`src/rtl/mtl_lcd_tx.sv`:
```
// MTL LCD pixel transmitter: raster timing, NES frame-buffer reads with 3x/2x scaling
// and a two-stage output pipeline so every pin describes the same coordinate.
module mtl_lcd_tx #(
    parameter int H_TOTAL  = 1056,
    parameter int V_TOTAL  = 525,
    parameter int H_SYNC   = 30,
    parameter int V_SYNC   = 13,
    parameter int H_ACT0   = 50,
    parameter int V_ACT0   = 23,
    parameter int H_ACT    = 800,
    parameter int V_ACT    = 480,
    parameter int H_BORDER = 16
) (
    input  logic        i_lcd_clk,
    input  logic        i_rstn_lcd,
    input  logic [23:0] i_border_rgb,
    output logic        o_fb_rd,
    output logic [15:0] o_fb_addr,
    input  logic [23:0] i_fb_rdata,
    output logic        o_hsd,
    output logic        o_vsd,
    output logic        o_de,
    output logic [7:0]  o_r,
    output logic [7:0]  o_g,
    output logic [7:0]  o_b,
    output logic        o_vblank,
    output logic        o_frame_start
);

    localparam logic [10:0] H_LAST = 11'(H_TOTAL - 1);
    localparam logic [10:0] H_HS   = 11'(H_SYNC);
    localparam logic [10:0] H_VIS0 = 11'(H_ACT0);
    localparam logic [10:0] H_VIS1 = 11'(H_ACT0 + H_ACT);
    localparam logic [10:0] H_IMG0 = 11'(H_ACT0 + H_BORDER);
    localparam logic [10:0] H_IMG1 = 11'(H_ACT0 + H_ACT - H_BORDER);
    localparam logic [9:0]  V_LAST = 10'(V_TOTAL - 1);
    localparam logic [9:0]  V_VS   = 10'(V_SYNC);
    localparam logic [9:0]  V_VIS0 = 10'(V_ACT0);
    localparam logic [9:0]  V_VIS1 = 10'(V_ACT0 + V_ACT);

    logic [10:0] h_p0;
    logic [9:0]  v_p0;
    logic [1:0]  phase_p0;
    logic [7:0]  nes_x_p0;

    logic        hs_p0, vs_p0, line_vis_p0, vis_p0, img_p0, first_p0, fs_p0;
    logic [1:0]  phase_cur;
    logic [7:0]  nes_x_cur;
    logic [7:0]  nes_y_p0;

    logic        vld_p1, vis_p1, hs_p1, vs_p1, line_vis_p1, fs_p1;
    logic [23:0] rgb_p2;

    // stage 0: raster decode; the first image column restarts the 3x replication phase
    always_comb begin
        hs_p0       = h_p0 < H_HS;
        vs_p0       = v_p0 < V_VS;
        line_vis_p0 = (v_p0 >= V_VIS0) && (v_p0 < V_VIS1);
        vis_p0      = line_vis_p0 && (h_p0 >= H_VIS0) && (h_p0 < H_VIS1);
        img_p0      = line_vis_p0 && (h_p0 >= H_IMG0) && (h_p0 < H_IMG1);
        first_p0    = img_p0 && (h_p0 == H_IMG0);
        fs_p0       = (h_p0 == 11'd0) && (v_p0 == 10'd0);
        phase_cur   = first_p0 ? 2'd0 : phase_p0;
        nes_x_cur   = first_p0 ? 8'd0 : nes_x_p0;
        nes_y_p0    = 8'((v_p0 - V_VIS0) >> 1);
    end

    always_ff @(posedge i_lcd_clk or negedge i_rstn_lcd) begin
        if (!i_rstn_lcd) begin
            h_p0     <= '0;
            v_p0     <= '0;
            phase_p0 <= '0;
            nes_x_p0 <= '0;
        end else begin
            if (h_p0 == H_LAST) begin
                h_p0 <= '0;
                v_p0 <= (v_p0 == V_LAST) ? 10'd0 : v_p0 + 10'd1;
            end else begin
                h_p0 <= h_p0 + 11'd1;
            end
            if (img_p0) begin
                phase_p0 <= (phase_cur == 2'd2) ? 2'd0 : phase_cur + 2'd1;
                nes_x_p0 <= (phase_cur == 2'd2) ? nes_x_cur + 8'd1 : nes_x_cur;
            end
        end
    end

    // stage 1: frame-buffer request plus the control that travels with it
    always_ff @(posedge i_lcd_clk or negedge i_rstn_lcd) begin
        if (!i_rstn_lcd) begin
            vld_p1      <= 1'b0;
            o_fb_addr   <= '0;
            vis_p1      <= 1'b0;
            hs_p1       <= 1'b0;
            vs_p1       <= 1'b0;
            line_vis_p1 <= 1'b0;
            fs_p1       <= 1'b0;
        end else begin
            vld_p1      <= img_p0;
            if (img_p0) o_fb_addr <= {nes_y_p0, nes_x_cur};
            vis_p1      <= vis_p0;
            hs_p1       <= hs_p0;
            vs_p1       <= vs_p0;
            line_vis_p1 <= line_vis_p0;
            fs_p1       <= fs_p0;
        end
    end

    assign o_fb_rd = vld_p1;

    // stage 2: pixel select and pin registers
    always_ff @(posedge i_lcd_clk or negedge i_rstn_lcd) begin
        if (!i_rstn_lcd) begin
            rgb_p2        <= '0;
            o_hsd         <= 1'b1;
            o_vsd         <= 1'b1;
            o_de          <= 1'b0;
            o_vblank      <= 1'b1;
            o_frame_start <= 1'b0;
        end else begin
            if (vld_p1)      rgb_p2 <= i_fb_rdata;
            else if (vis_p1) rgb_p2 <= i_border_rgb;
            else             rgb_p2 <= '0;
            o_hsd         <= ~hs_p1;
            o_vsd         <= ~vs_p1;
            o_de          <= vis_p1;
            o_vblank      <= ~line_vis_p1;
            o_frame_start <= fs_p1;
        end
    end

    assign o_r = rgb_p2[23:16];
    assign o_g = rgb_p2[15:8];
    assign o_b = rgb_p2[7:0];

endmodule

```
`config.mk`:
```
export PLATFORM = sky130hd
export DESIGN_NAME = mtl_lcd_tx
export DESIGN_NICKNAME = d
export VERILOG_FILES = /design/src/rtl/mtl_lcd_tx.sv
export SDC_FILE = /design/constraint.sdc
export NUM_CORES = 1
export LEC_CHECK = 0
export BUFFER_PORTS_ARGS = -buffer_cell sky130_fd_sc_hd__buf_2
export CORE_MARGIN = 1
export CORE_UTILIZATION = 45
export DETAILED_ROUTE_END_ITERATION = 6
export PLACE_DENSITY_LB_ADDON = 0.15
export SYNTH_ARGS = -nofsm -noshare
export SYNTH_HDL_FRONTEND = slang
export SYNTH_SLANG_ARGS = --single-unit
```
`constraint.sdc`:
```
create_clock -name i_lcd_clk -period 7.64 [get_ports i_lcd_clk]
set_clock_uncertainty 0.05 [all_clocks]
set_input_delay 0 -clock i_lcd_clk [delete_from_list [all_inputs] [get_ports i_lcd_clk]]
set_output_delay 0 -clock i_lcd_clk [all_outputs]
set_load 0.01 [all_outputs]
```
==> results by group <==
Status
  – Status: finished clean

Drt
  – Via density: about 5.3
  – Final WL: 8850 microns
  – DRC: 0
  – Antenna-violating nets left: 0
  – Pre-antenna DRT Iters: 5
  – Wire per inst: ~15 microns
  – Initial DRC Count: 123
  – Vias: slightly above 3000

Power
  – Maximum vdd drop: roughly 100 uV
  – Leak: 2.50 nW
  – Total Power: between 0.0008 and 0.0009 W
  – Pwr dens: 167 nW/um^2

Final layout
  – Ratio of cells with drive above 1 in the final layout: 26.9%
  – Diodes inserted: 0
  – NumNets Final: 535
  – Post-layout instance area: 4930 sq um
  – Most frequent cells in the layout: 94 x buf_2, 79 x dfrtp_1, 49 x dlygate4sd3_1
  – Area Overhead vs Synth: 32.3%
  – Commonest non-fill, non-tap cell in the layout: buf_2

Timing
  – Fmax: 321 MHz
  – Crit share post-route: roughly 41%
  – Final number of setup-violating endpoints: 0
  – Post-Route Setup TNS: 0 ps
  – Max-slew violation count: 0
  – Period minus WS final: 3110 ps
  – Final Hold Fails: 0
  – RSZ-0062 raised after global routing: false
  – Worst Tran Pin Value: 1030 ps
  – Worst slew margin: between 30% and 40%

Flow run
  – Max cap viols: 0

Global route
  – Vias in the first global route: between 3000 and 4000
  – Largest net degree at the start of global routing: between 80 and 90
  – Initial antenna violation count: 0
  – First-pass GRT wire length: 14500 microns
  – Total Routing Usage GR: 21.4%
  – Grt total ovfl: 0

Setup path
  – Critical path launch point type: flip-flop
  – Slowest library cell on the worst path: or3_1
  – CP Max Fanout: 35
  – Worst path required time: 7820 ps
  – Crit. End Element: flip-flop
  – R2R setup slack: 4530 ps
  – CP arrival: approximately 3300 ps
  – Setup CP Type: reg -> reg
  – Delay of the slowest critical-path stage: 870 ps
  – Crit path cell chain: or4_1 -> o21bai_1 -> nand3_1 -> or3_1 -> nor2_1 -> a32o_1

Synthesis
  – Post-synthesis adder-cell area fraction: 2.01%
  – Largest family of logic cells by synthesized area: simple AND/OR/NAND/NOR gates
  – Seq/Total Area, Yosys: around 55%
  – XOR/XNOR Fraction of Synth Area: 3.99%
  – Post-synthesis area per instance: 10.8 sq um
  – Netlist cell types: between 50 and 60
  – Synth Area in Simple Gates: 17.3%
  – Synth Area in Compound Gates: 15.6%
  – Post-Syn Instances: approximately 350
  – Post-synth ARST share: 100%
  – Post-synthesis cell area: roughly 3700 sq um
  – Yosys reg bits: 82
  – Top FF cell, synth: dfrtp_1
  – Multiplexer area fraction after synthesis: 0.906%
  – Number of synthesized flops with an enable pin: 0
  – Syn Nets: around 400
  – Total number of yosys warnings: 0

Floorplanning
  – Core ar.: 7890 sq um
  – Io pins: 96
  – Die area: 8650 sq um
  – Die Height: 93.0 microns
  – Row cnt: 32
  – Die X: ~93 microns
  – Initial Util: approximately 47%

CTS
  – Worst-path clk slew: 80 ps
  – CTS H-Tree Depth: 3
  – Worst-skew pair later-pin latency: between 300 and 400 ps
  – Root Driver: clkbuf_8
  – Post-CTS sizing: 0
  – CTS tree: built
  – Clock Path Buffers: 2
  – CTS sink cnt: 82
  – Total CTS buffers: 9

Placement
  – Placed Area: 4210 sq um
  – RD Place Congestion: 0.849
  – I/O Buffers: 95
  – DP HPWL: 5300 microns

Hold path
  – Worst min-delay path category: reg -> reg
path summary, 6_finish.rpt:
check / from / depth (start not counted) / endpoint
worst max-delay path: v_p0[6] / 6 / nes_x_p0[1]
worst min-delay path: fs_p1 / 0 / o_frame_start
worst max register to register: v_p0[6] / 6 / nes_x_p0[1]
worst min register to register: fs_p1 / 0 / o_frame_start
max in group asynchronous: i_rstn_lcd / 2 / nes_x_p0[3]
min in group asynchronous: i_rstn_lcd / 2 / rgb_p2[5]
per-stage QoR:
| stage | std cells | util [%] | setup slack [ps] | hold slack, ps |
|---|---|---|---|---|
| global placement | 521 | 53.4 | 4630 | 156 |
| floorplan | 346 | - | 4780 | -346 |
| global route | 586 | 62.6 | 4300 | 315 |
| CTS | 586 | 62.6 | 4520 | 303 |
| detailed placement | 521 | 53.4 | 4540 | 175 |
| finish | 586 | 62.6 | 4530 | 301 |
state kept, by name, indices dropped and copies added, names as in the netlist:
signal         count
line_vis_p1        1
nes_x_p0           8
o_hsd              1
o_frame_start      1
o_vblank           1
h_p0              11
vis_p1             1
v_p0              10
o_de               1
hs_p1              1
vs_p1              1
phase_p0           2
rgb_p2            24
o_vsd              1
o_fb_rd            1
o_fb_addr         16
fs_p1              1
final cells by class:
class,count,area (sq um)
Clock buffer,10,138
Clock inverter,6,96.3
Fill cell,634,2950
Inverter,11,41.3
Multi-Input combinational cell,229,1490
Sequential cell,82,2060
Tap cell,102,128
Timing Repair Buffer,146,983
cell usage after synthesis (all sizes together) (6+ instances only):
cell / number / area, sq um
clkbuf: 12 / 45.0
nand4: 6 / 37.5
ha: 6 / 75.1
or3: 7 / 45.1
a22o: 24 / 210
inv: 11 / 41.3
and3: 6 / 37.5
o21ai: 31 / 155
xnor2: 10 / 87.6
nand2: 42 / 158
xor2: 7 / 61.3
a21oi: 7 / 35.0
nor4: 7 / 50.1
nor2: 15 / 56.3
nand3: 10 / 50.1
dfrtp: 79 / 1980
buf: 12 / 100
critical path, delay by kind of cell, from the launching register on:
kind               cells  cell delay (ps)
AOI/OAI and AO/OA      2              550
DFF                    1              460
and+or+nand+nor        4             1950
where the power goes:
group	total (W)	leakage [nW]	switching, W	internal (W)
logic	0.0000314	1.27	0.0000143	0.0000172
clock network	0.000359	0.115	0.000161	0.000198
registers	0.000434	1.12	0	0.000434
total	0.000824	2.50	0.000176	0.000648
kinds of logic after synthesis:
logic type	count (synthesis)
AO/OA/AOI/OAI	82
XOR/XNOR	17
adder cells (fa/ha/maj)	6
buffers and inverters	35
flip-flops	82
multiplexers	3
AND/OR/NAND/NOR	121
repair_timing:
item | 4_1_cts | 5_1_grt
buffers inserted | 0 | 0
hold endpoints to repair | 103 | 0
hold buffers | 49 | 0
metal layers:
metal | up-vias | global-route usage, % | share of wire, %
met4 | 0 | 8.59 | 2.4
met2 | 102 | 35.7 | 47
met5 | - | 0 | 0
met1 | 1479 | 27.5 | 45
met3 | 22 | 4.15 | 5.8
li1 | 1498 | - | -
Note: power is estimated with default switching activity, not from simulation.
